[config.mk]
export PLATFORM = sky130hd
export DESIGN_NAME = int_ctrl
export DESIGN_NICKNAME = d
export VERILOG_FILES = /design/src/rtl/int_ctrl.sv
export SDC_FILE = /design/constraint.sdc
export NUM_CORES = 1
export LEC_CHECK = 0
export ABC_AREA = 1
export CORE_MARGIN = 5
export CORE_UTILIZATION = 35
export CTS_CLUSTER_SIZE = 12
export DETAILED_ROUTE_END_ITERATION = 8
export PLACE_DENSITY = 0.69
export REMOVE_ABC_BUFFERS = 1
export SYNTH_ARGS = -nofsm -noshare
export SYNTH_HDL_FRONTEND = slang
export SYNTH_SLANG_ARGS = --single-unit
[constraint.sdc]
create_clock -name clk -period 0.9 [get_ports clk]
set_input_delay 0.18 -clock clk [delete_from_list [all_inputs] [get_ports clk]]
set_output_delay 0.18 -clock clk [all_outputs]
set_load 0.02 [all_outputs]
[src/rtl/int_ctrl.sv]
`default_nettype none
// ============================================================================
// Module  : int_ctrl
// Brief   : Single-source edge-triggered interrupt controller driving the CPU
//           entry sequence (request, PC save/flush, vector load, service).
// Rev     : 1.0  initial release
// ============================================================================
module int_ctrl #(
  parameter int unsigned SYNC_STAGES = 2,      // legal range 2..4
  parameter logic [7:0]  VEC_PTR     = 8'h01
) (
  input  logic       clk,
  input  logic       rstn,
  input  logic       int_sig,
  input  logic       int_en,
  input  logic       instr_done,
  input  logic       int_ack,
  input  logic       rti,
  output logic       int_req,
  output logic       pc_save,
  output logic       flush,
  output logic       vec_sel,
  output logic [7:0] vec_ptr,
  output logic       in_service,
  output logic       pending,
  output logic       overrun
);

  typedef enum logic [2:0] {
    S_IDLE    = 3'd0,
    S_REQ     = 3'd1,
    S_SAVE    = 3'd2,
    S_VECTOR  = 3'd3,
    S_SERVICE = 3'd4
  } state_t;

  state_t                 r_state;
  state_t                 w_next;
  logic [SYNC_STAGES-1:0] r_sync;
  logic                   r_hist;
  logic [SYNC_STAGES:0]   r_fill;
  logic                   r_pending;
  logic                   r_overrun;
  logic                   w_edge;
  logic                   w_ack_clr;
  logic                   w_rti_take;

  // r_fill tracks which stages hold a genuine post-reset sample, so a line
  // already high when reset is released is never mistaken for a rising edge.
  always_ff @(posedge clk or negedge rstn) begin
    if (!rstn) begin
      r_sync <= '0;
      r_hist <= 1'b0;
      r_fill <= '0;
    end else begin
      r_sync <= {r_sync[SYNC_STAGES-2:0], int_sig};
      r_hist <= r_sync[SYNC_STAGES-1];
      r_fill <= {r_fill[SYNC_STAGES-1:0], 1'b1};
    end
  end

  assign w_edge     = r_sync[SYNC_STAGES-1] & ~r_hist & r_fill[SYNC_STAGES];
  assign w_ack_clr  = (r_state == S_REQ) && int_ack;
  assign w_rti_take = (r_state == S_SERVICE) && rti;

  // An edge arriving with the clearing ack becomes the next request, not a loss.
  always_ff @(posedge clk or negedge rstn) begin
    if (!rstn) begin
      r_pending <= 1'b0;
      r_overrun <= 1'b0;
    end else begin
      if (w_ack_clr) begin
        r_pending <= w_edge;
      end else if (w_edge) begin
        r_pending <= 1'b1;
      end
      if (w_rti_take) begin
        r_overrun <= 1'b0;
      end
      if (w_edge && r_pending && !w_ack_clr) begin
        r_overrun <= 1'b1;
      end
    end
  end

  always_ff @(posedge clk or negedge rstn) begin
    if (!rstn) begin
      r_state <= S_IDLE;
    end else begin
      r_state <= w_next;
    end
  end

  always_comb begin
    w_next     = r_state;
    int_req    = 1'b0;
    pc_save    = 1'b0;
    flush      = 1'b0;
    vec_sel    = 1'b0;
    in_service = 1'b0;
    unique case (r_state)
      S_IDLE: begin
        if (r_pending && int_en && instr_done) begin
          w_next = S_REQ;
        end
      end
      S_REQ: begin
        int_req = 1'b1;
        if (int_ack) begin
          w_next = S_SAVE;
        end else if (!int_en) begin
          w_next = S_IDLE;
        end
      end
      S_SAVE: begin
        pc_save = 1'b1;
        flush   = 1'b1;
        w_next  = S_VECTOR;
      end
      S_VECTOR: begin
        vec_sel = 1'b1;
        w_next  = S_SERVICE;
      end
      S_SERVICE: begin
        in_service = 1'b1;
        if (rti) begin
          w_next = S_IDLE;
        end
      end
      default: begin
        w_next = S_IDLE;
      end
    endcase
  end

  assign pending = r_pending;
  assign overrun = r_overrun;
  assign vec_ptr = VEC_PTR;

endmodule
`default_nettype wire

==> out/results.txt, run 1 <==
outcome -> finished with violations
failing checks -> setup timing
initial antenna violation count -> 0
DR WL/cell -> 10.3 um
Final Cycle Share -> 140%
combinational share of power -> 56.1%
clock tree buffer depth -> 2
Async S/R FF share, synth -> 100%
WP data required -> 720 ps
Tmin final -> 1260 ps
Post-synth EDFFs -> 0
most frequent cells after synthesis -> nand2_1, dfrtp_1, buf_4
R2R Setup Slk -> -350 ps
Syn Area/Cell -> 8.98 um^2
RSZ-0062 raised after global routing -> yes
peak ir drop on the vdd network -> 1.61 mV
DIE AREA -> 2300 um^2
gpl congestion -> 0.722
Synth area leaders -> dfrtp_1, buf_4, nand2_1
ant diodes -> 0
1st-iter DRT viols -> 0
htree depth -> 1
CTS sink count -> 11
final net count -> 88
CP Launch Type -> flip-flop
cell count after synthesis -> 56
CP cell instances -> buf_4, nand3_2, inv_2, buf_6
layout cell share with drive strength beyond 1 -> 41.3%
Crit. End Element -> primary output
Core ar. -> 1330 um^2
Slowest-stage cell, CP -> dfrtp_2
via count -> 387
r2r startpoint -> r_state[0]$_DFFE_PN0P_
Final Setup Violations -> 11
total of max-cap violations -> 0
CP Data Arrival Time -> 1080 ps
Clock Power Share -> 13.8%
largest net degree at the start of global routing -> 12
die span in y -> 47.9 um
fmax -> 793 MHz
Ys Warns -> 0
HP Class -> in2async
Storage cell area -> 277 um^2
Synth Cell Area -> 503 um^2
sw power -> 0.912 mW
skew final -> 6.01 ps
global route overflow -> 0
global router's overall resource usage -> 9.81%
area of the multi-input gates -> 176 um^2
share of the synthesized area in the top cell type -> 54.7%
most common cell in the netlist -> nand2_1
clock transition at the registers of the reported paths -> 70 ps
TritonCTS buffer count -> 3
Final Hold Fails -> 0
wirelength, routed -> 977 um
first-pass GRT wire length -> 1510 um
Yosys cell types -> 14
fillers -> 136
R2R cell count -> 8
I/O pins -> 22
Post-route DRC -> 0
detailed placement HPWL -> 693 um
most area-hungry cell type in the Yosys netlist -> dfrtp_1
Area after DPL -> 656 um^2
Worst Path Max Fanout -> 4
Pwr Density -> 3210 nW/um^2
register share of total power -> 30.0%
Site Rows -> 13
sequential fraction of the synthesis area -> 54.7%
Die Width -> 47.9 um
max incr delay on CP -> 430 ps
area added between synthesis and finish -> 47.5%
CTS Root Cell -> clkbuf_4
Leak -> 0.396 nW
vias per cell -> 4.07
Final WS setup -> -361 ps
Switching Share -> 38.3%
I/O Buffers -> 13
vias in the first global route -> 360
sum of negative setup slack -> -3020 ps
Antenna Nets Post-Route -> 0
initial core utilization -> 37.7%
Worst-Skew Late Latency -> 270 ps
Cell Int Power -> 1.47 mW
flops & latches, synth -> 11
CTS tree -> done
worst r2r dst -> r_state[1]$_DFFE_PN0P_
critical path class -> reg2out
ys flop type -> dfrtp_1
Design Area, Final -> 742 um^2
drt pass-1 iters -> 1
Max Slew Vio Count -> 0
==> power by group through the flow <==
stage,sequential [mW],clock (mW),combinational (mW)
2_1_floorplan,0.762,0,0.464
3_3_place_gp,0.700,0,1.05
3_5_place_dp,0.705,0,1.05
4_1_cts,0.712,0.344,1.16
5_1_grt,0.735,0.358,1.44
6_report,0.715,0.329,1.34
==> per-layer routing <==
layer	GRT usage [%]	share of wire, %	vias up	routed length, um
li1	-	-	196	-
met1	10.8	39	170	383
met2	16.4	47	21	464
met3	4.89	13	0	129
met4	3.23	0	0	0
met5	0	0	-	0
==> per-stage QoR <==
step                setup slack [ps]  total power [mW]  std cells  hold slack, ps  util, %
detailed placement              -550              1.76         88             336     49.2
CTS                             -388              2.21         94             193     52.6
global route                    -422              2.54         95             205     55.6
finish                          -361              2.38         95             193     55.6
global placement                -533              1.75         88             332     49.2
floorplan                       -346              1.23         54            -116        -
==> cells in the final DEF (no fill, tap or decap), drive strengths merged <==
cell / count
o21bai: 1
nor2: 6
clkdlybuf4s50: 6
clkbuf: 4
buf: 16
nand3: 2
dfrtp: 11
nand2: 14
inv: 8
conb: 9
o21ai: 2
nand3b: 1
==> cells by family (layout without fill, tap and decap cells) <==
logic type | count (synthesis) | count (layout) | share of synthesized area (%)
AOI/OAI and AO/OA | 3 | 3 | 3.48
and+or+nand+nor | 23 | 23 | 20.9
DFF | 11 | 11 | 54.7
other | 2 | 9 | 1.49
buffers and inverters | 17 | 34 | 19.4
==> worst max path at each step <==
stage	start	end	cells after the start
2_1_floorplan	r_state[2]$_DFFE_PN0P_	flush	3
3_3_place_gp	r_state[1]$_DFFE_PN0P_	int_req	4
3_5_place_dp	r_state[0]$_DFFE_PN0P_	in_service	4
4_1_cts	r_state[0]$_DFFE_PN0P_	pc_save	4
5_1_grt	r_state[2]$_DFFE_PN0P_	pc_save	4
6_report	r_state[0]$_DFFE_PN0P_	int_req	4
==> worst max-delay path: cells and delay by family, from the launching register on <==
| kind | cells | cell delay [ps] |
|---|---|---|
| buf+inv | 3 | 310 |
| simple gates | 1 | 80 |
| flops | 1 | 430 |
==> what timing repair did <==
item | in CTS | in global routing
gates resized for setup | 42 | 12
hold buffers | 0 | 0
pin swaps | 3 | 4
buffers inserted | 3 | 2
endpoints found under the setup margin | 11 | 11
==> layout make-up <==
cell class | instances | area share (%)
Clock buffer | 4 | 3.54
Inverter | 8 | 4.05
Multi-Input combinational cell | 35 | 23.8
Sequential cell | 11 | 37.3
Tap cell | 15 | 2.53
Timing Repair Buffer | 22 | 28.8
==> sequential cells by signal (all words and copies together), names as in the netlist <==
register,flops
overrun,1
pending,1
r_fill,3
r_hist,1
r_state,3
r_sync,2
No activity file was read; power rests on OpenSTA's default activity.
==> inputs of run 2 (changes only) <==
--- a/config.mk
+++ b/config.mk
@@ -8,6 +8,7 @@
 export ABC_AREA = 1
 export CORE_MARGIN = 5
 export CORE_UTILIZATION = 35
+export CTS_CLUSTER_DIAMETER = 40
 export CTS_CLUSTER_SIZE = 12
 export DETAILED_ROUTE_END_ITERATION = 8
 export PLACE_DENSITY = 0.69
==> results of run 2 <==
Same layout as run 1: the final DEF is identical, and so are final timing and power.
==> inputs of run 3 (changes only) <==
--- a/config.mk
+++ b/config.mk
@@ -6,11 +6,15 @@
 export NUM_CORES = 1
 export LEC_CHECK = 0
 export ABC_AREA = 1
+export CELL_PAD_IN_SITES_DETAIL_PLACEMENT = 0
+export CELL_PAD_IN_SITES_GLOBAL_PLACEMENT = 1
+export CORE_ASPECT_RATIO = 1.5
 export CORE_MARGIN = 5
-export CORE_UTILIZATION = 35
+export CORE_UTILIZATION = 25
 export CTS_CLUSTER_DIAMETER = 40
 export CTS_CLUSTER_SIZE = 12
 export DETAILED_ROUTE_END_ITERATION = 8
+export GPL_TIMING_DRIVEN = 0
 export PLACE_DENSITY = 0.69
 export REMOVE_ABC_BUFFERS = 1
 export SYNTH_ARGS = -nofsm -noshare
==> out/results.txt, run 3 (synthesis gave the netlist of run 1 again) <==
Area after DPL -> 619 um^2
area added between synthesis and finish -> 52.2%
via count -> 397
most used cell, CP -> buf_6
Final Hold Fails -> 0
final non-filler cell total -> 102
Slowest-stage cell, CP -> dfrtp_1
failing checks -> setup timing
wirelength, routed -> 953 um
clock transition at the registers of the reported paths -> 70 ps
Final WS setup -> -371 ps
CTS sink count -> 11
total of max-cap violations -> 0
Crit. End Element -> primary output
Die Width -> 46.6 um
Post-route DRC -> 0
Worst-Skew Late Latency -> 260 ps
CTS tree -> done
htree depth -> 1
Pwr Density -> 3190 nW/um^2
Pwr Total -> 2.44 mW
largest net degree at the start of global routing -> 12
Final Cycle Share -> 141%
Tmin final -> 1270 ps
R2R Setup Slk -> -270 ps
clock tree buffer depth -> 2
outcome -> finished with violations
HP Class -> in2async
WP data required -> 720 ps
initial core utilization -> 25.4%
CP cell instances -> inv_2, buf_6, nand3_4, inv_4, buf_6
skew final -> 8.69 ps
Site Rows -> 20
worst r2r dst -> r_state[1]$_DFFE_PN0P_
final net count -> 88
gpl congestion -> 0.696
ant diodes -> 0
Core ar. -> 1980 um^2
fillers -> 209
leading cell type in the layout, fill and taps excluded -> dfrtp_1
global route overflow -> 0
fmax -> 787 MHz
critical path class -> reg2out
peak ir drop on the vdd network -> 0.950 mV
max incr delay on CP -> 400 ps
die span in y -> 64.9 um
CP Launch Type -> flip-flop
Max Slew Vio Count -> 0
Inst Count DP -> 89
I/O pins -> 22
first-pass GRT wire length -> 1610 um
vias in the first global route -> 404
Final Setup Violations -> 11
1st-iter DRT viols -> 9
DR WL/cell -> 9.34 um
drt pass-1 iters -> 2
initial antenna violation count -> 0
R2R cell count -> 7
Leak -> 0.401 nW
detailed placement HPWL -> 701 um
Antenna Nets Post-Route -> 0
final hold slack -> 231 ps
I/O Buffers -> 13
commonest cells after routing, fill and taps aside -> dfrtp_1, conb_1, buf_6
Worst Path Max Fanout -> 3
fin util -> 38.7%
CP Data Arrival Time -> 1090 ps
vias per cell -> 3.89
global router's overall resource usage -> 7.35%
worst slack, placed -> -601 ps
sum of negative setup slack -> -2790 ps
TritonCTS buffer count -> 3
biggest regs -> r_fill (3), r_state (3), r_sync (2)
CTS Root Cell -> clkbuf_4
DIE AREA -> 3030 um^2
RSZ-0062 raised after global routing -> yes
r2r startpoint -> r_state[0]$_DFFE_PN0P_
Design Area, Final -> 766 um^2
layout cell share with drive strength beyond 1 -> 42.5%
[run 3: layout make-up]
type                       instances  area (um^2)  share of cell area [%]
multi-input combinational         35          189                    24.7
sequential                        11          275                    35.9
clock buffer                       3         22.5                    2.94
tap                               22         27.5                    3.59
inverter                           8         32.5                    4.25
clock inverter                     1         5.00                   0.654
timing repair buffer              22          214                    27.9
[run 3: worst max-delay path by stage]
stage | from | to | slack [ps] | depth (start not counted)
after global routing | r_state[2]$_DFFE_PN0P_ | int_req | -440 | 5
after CTS | r_state[0]$_DFFE_PN0P_ | flush | -360 | 4
after floorplan | r_state[2]$_DFFE_PN0P_ | flush | -350 | 3
final | r_state[2]$_DFFE_PN0P_ | int_req | -370 | 5
after global placement | r_state[2]$_DFFE_PN0P_ | flush | -590 | 4
after detailed placement | r_state[2]$_DFFE_PN0P_ | flush | -600 | 4
[run 3: power by group]
part           total [mW]  leakage [nW]  switching [mW]  internal (mW)
logic                1.41         0.252           0.689          0.724
registers           0.703         0.131          0.0917          0.611
clock network       0.324        0.0177           0.160          0.164
[run 3: what timing repair did]
| action | 4_1_cts | 5_1_grt |
|---|---|---|
| resized for setup | 51 | 6 |
| setup buffers | 8 | 3 |
| hold buffers | 0 | 0 |
| pin swaps | 4 | 6 |
| setup endpoints to repair | 12 | 12 |
[run 3: critical path, delay by kind of cell, from the launching register on]
family                 cells  cell delay, ps
buffers and inverters      4             360
and+or+nand+nor            1              70
DFF                        1             400
[run 3: per-layer routing]
metal	vias up	share of wire (%)	track usage (%)	routed length, um
li1	198	-	-	-
met1	192	33	6.76	313
met2	7	62	13.1	591
met3	0	5.0	2.50	48
met4	0	0	4.15	0
met5	-	0	0	0
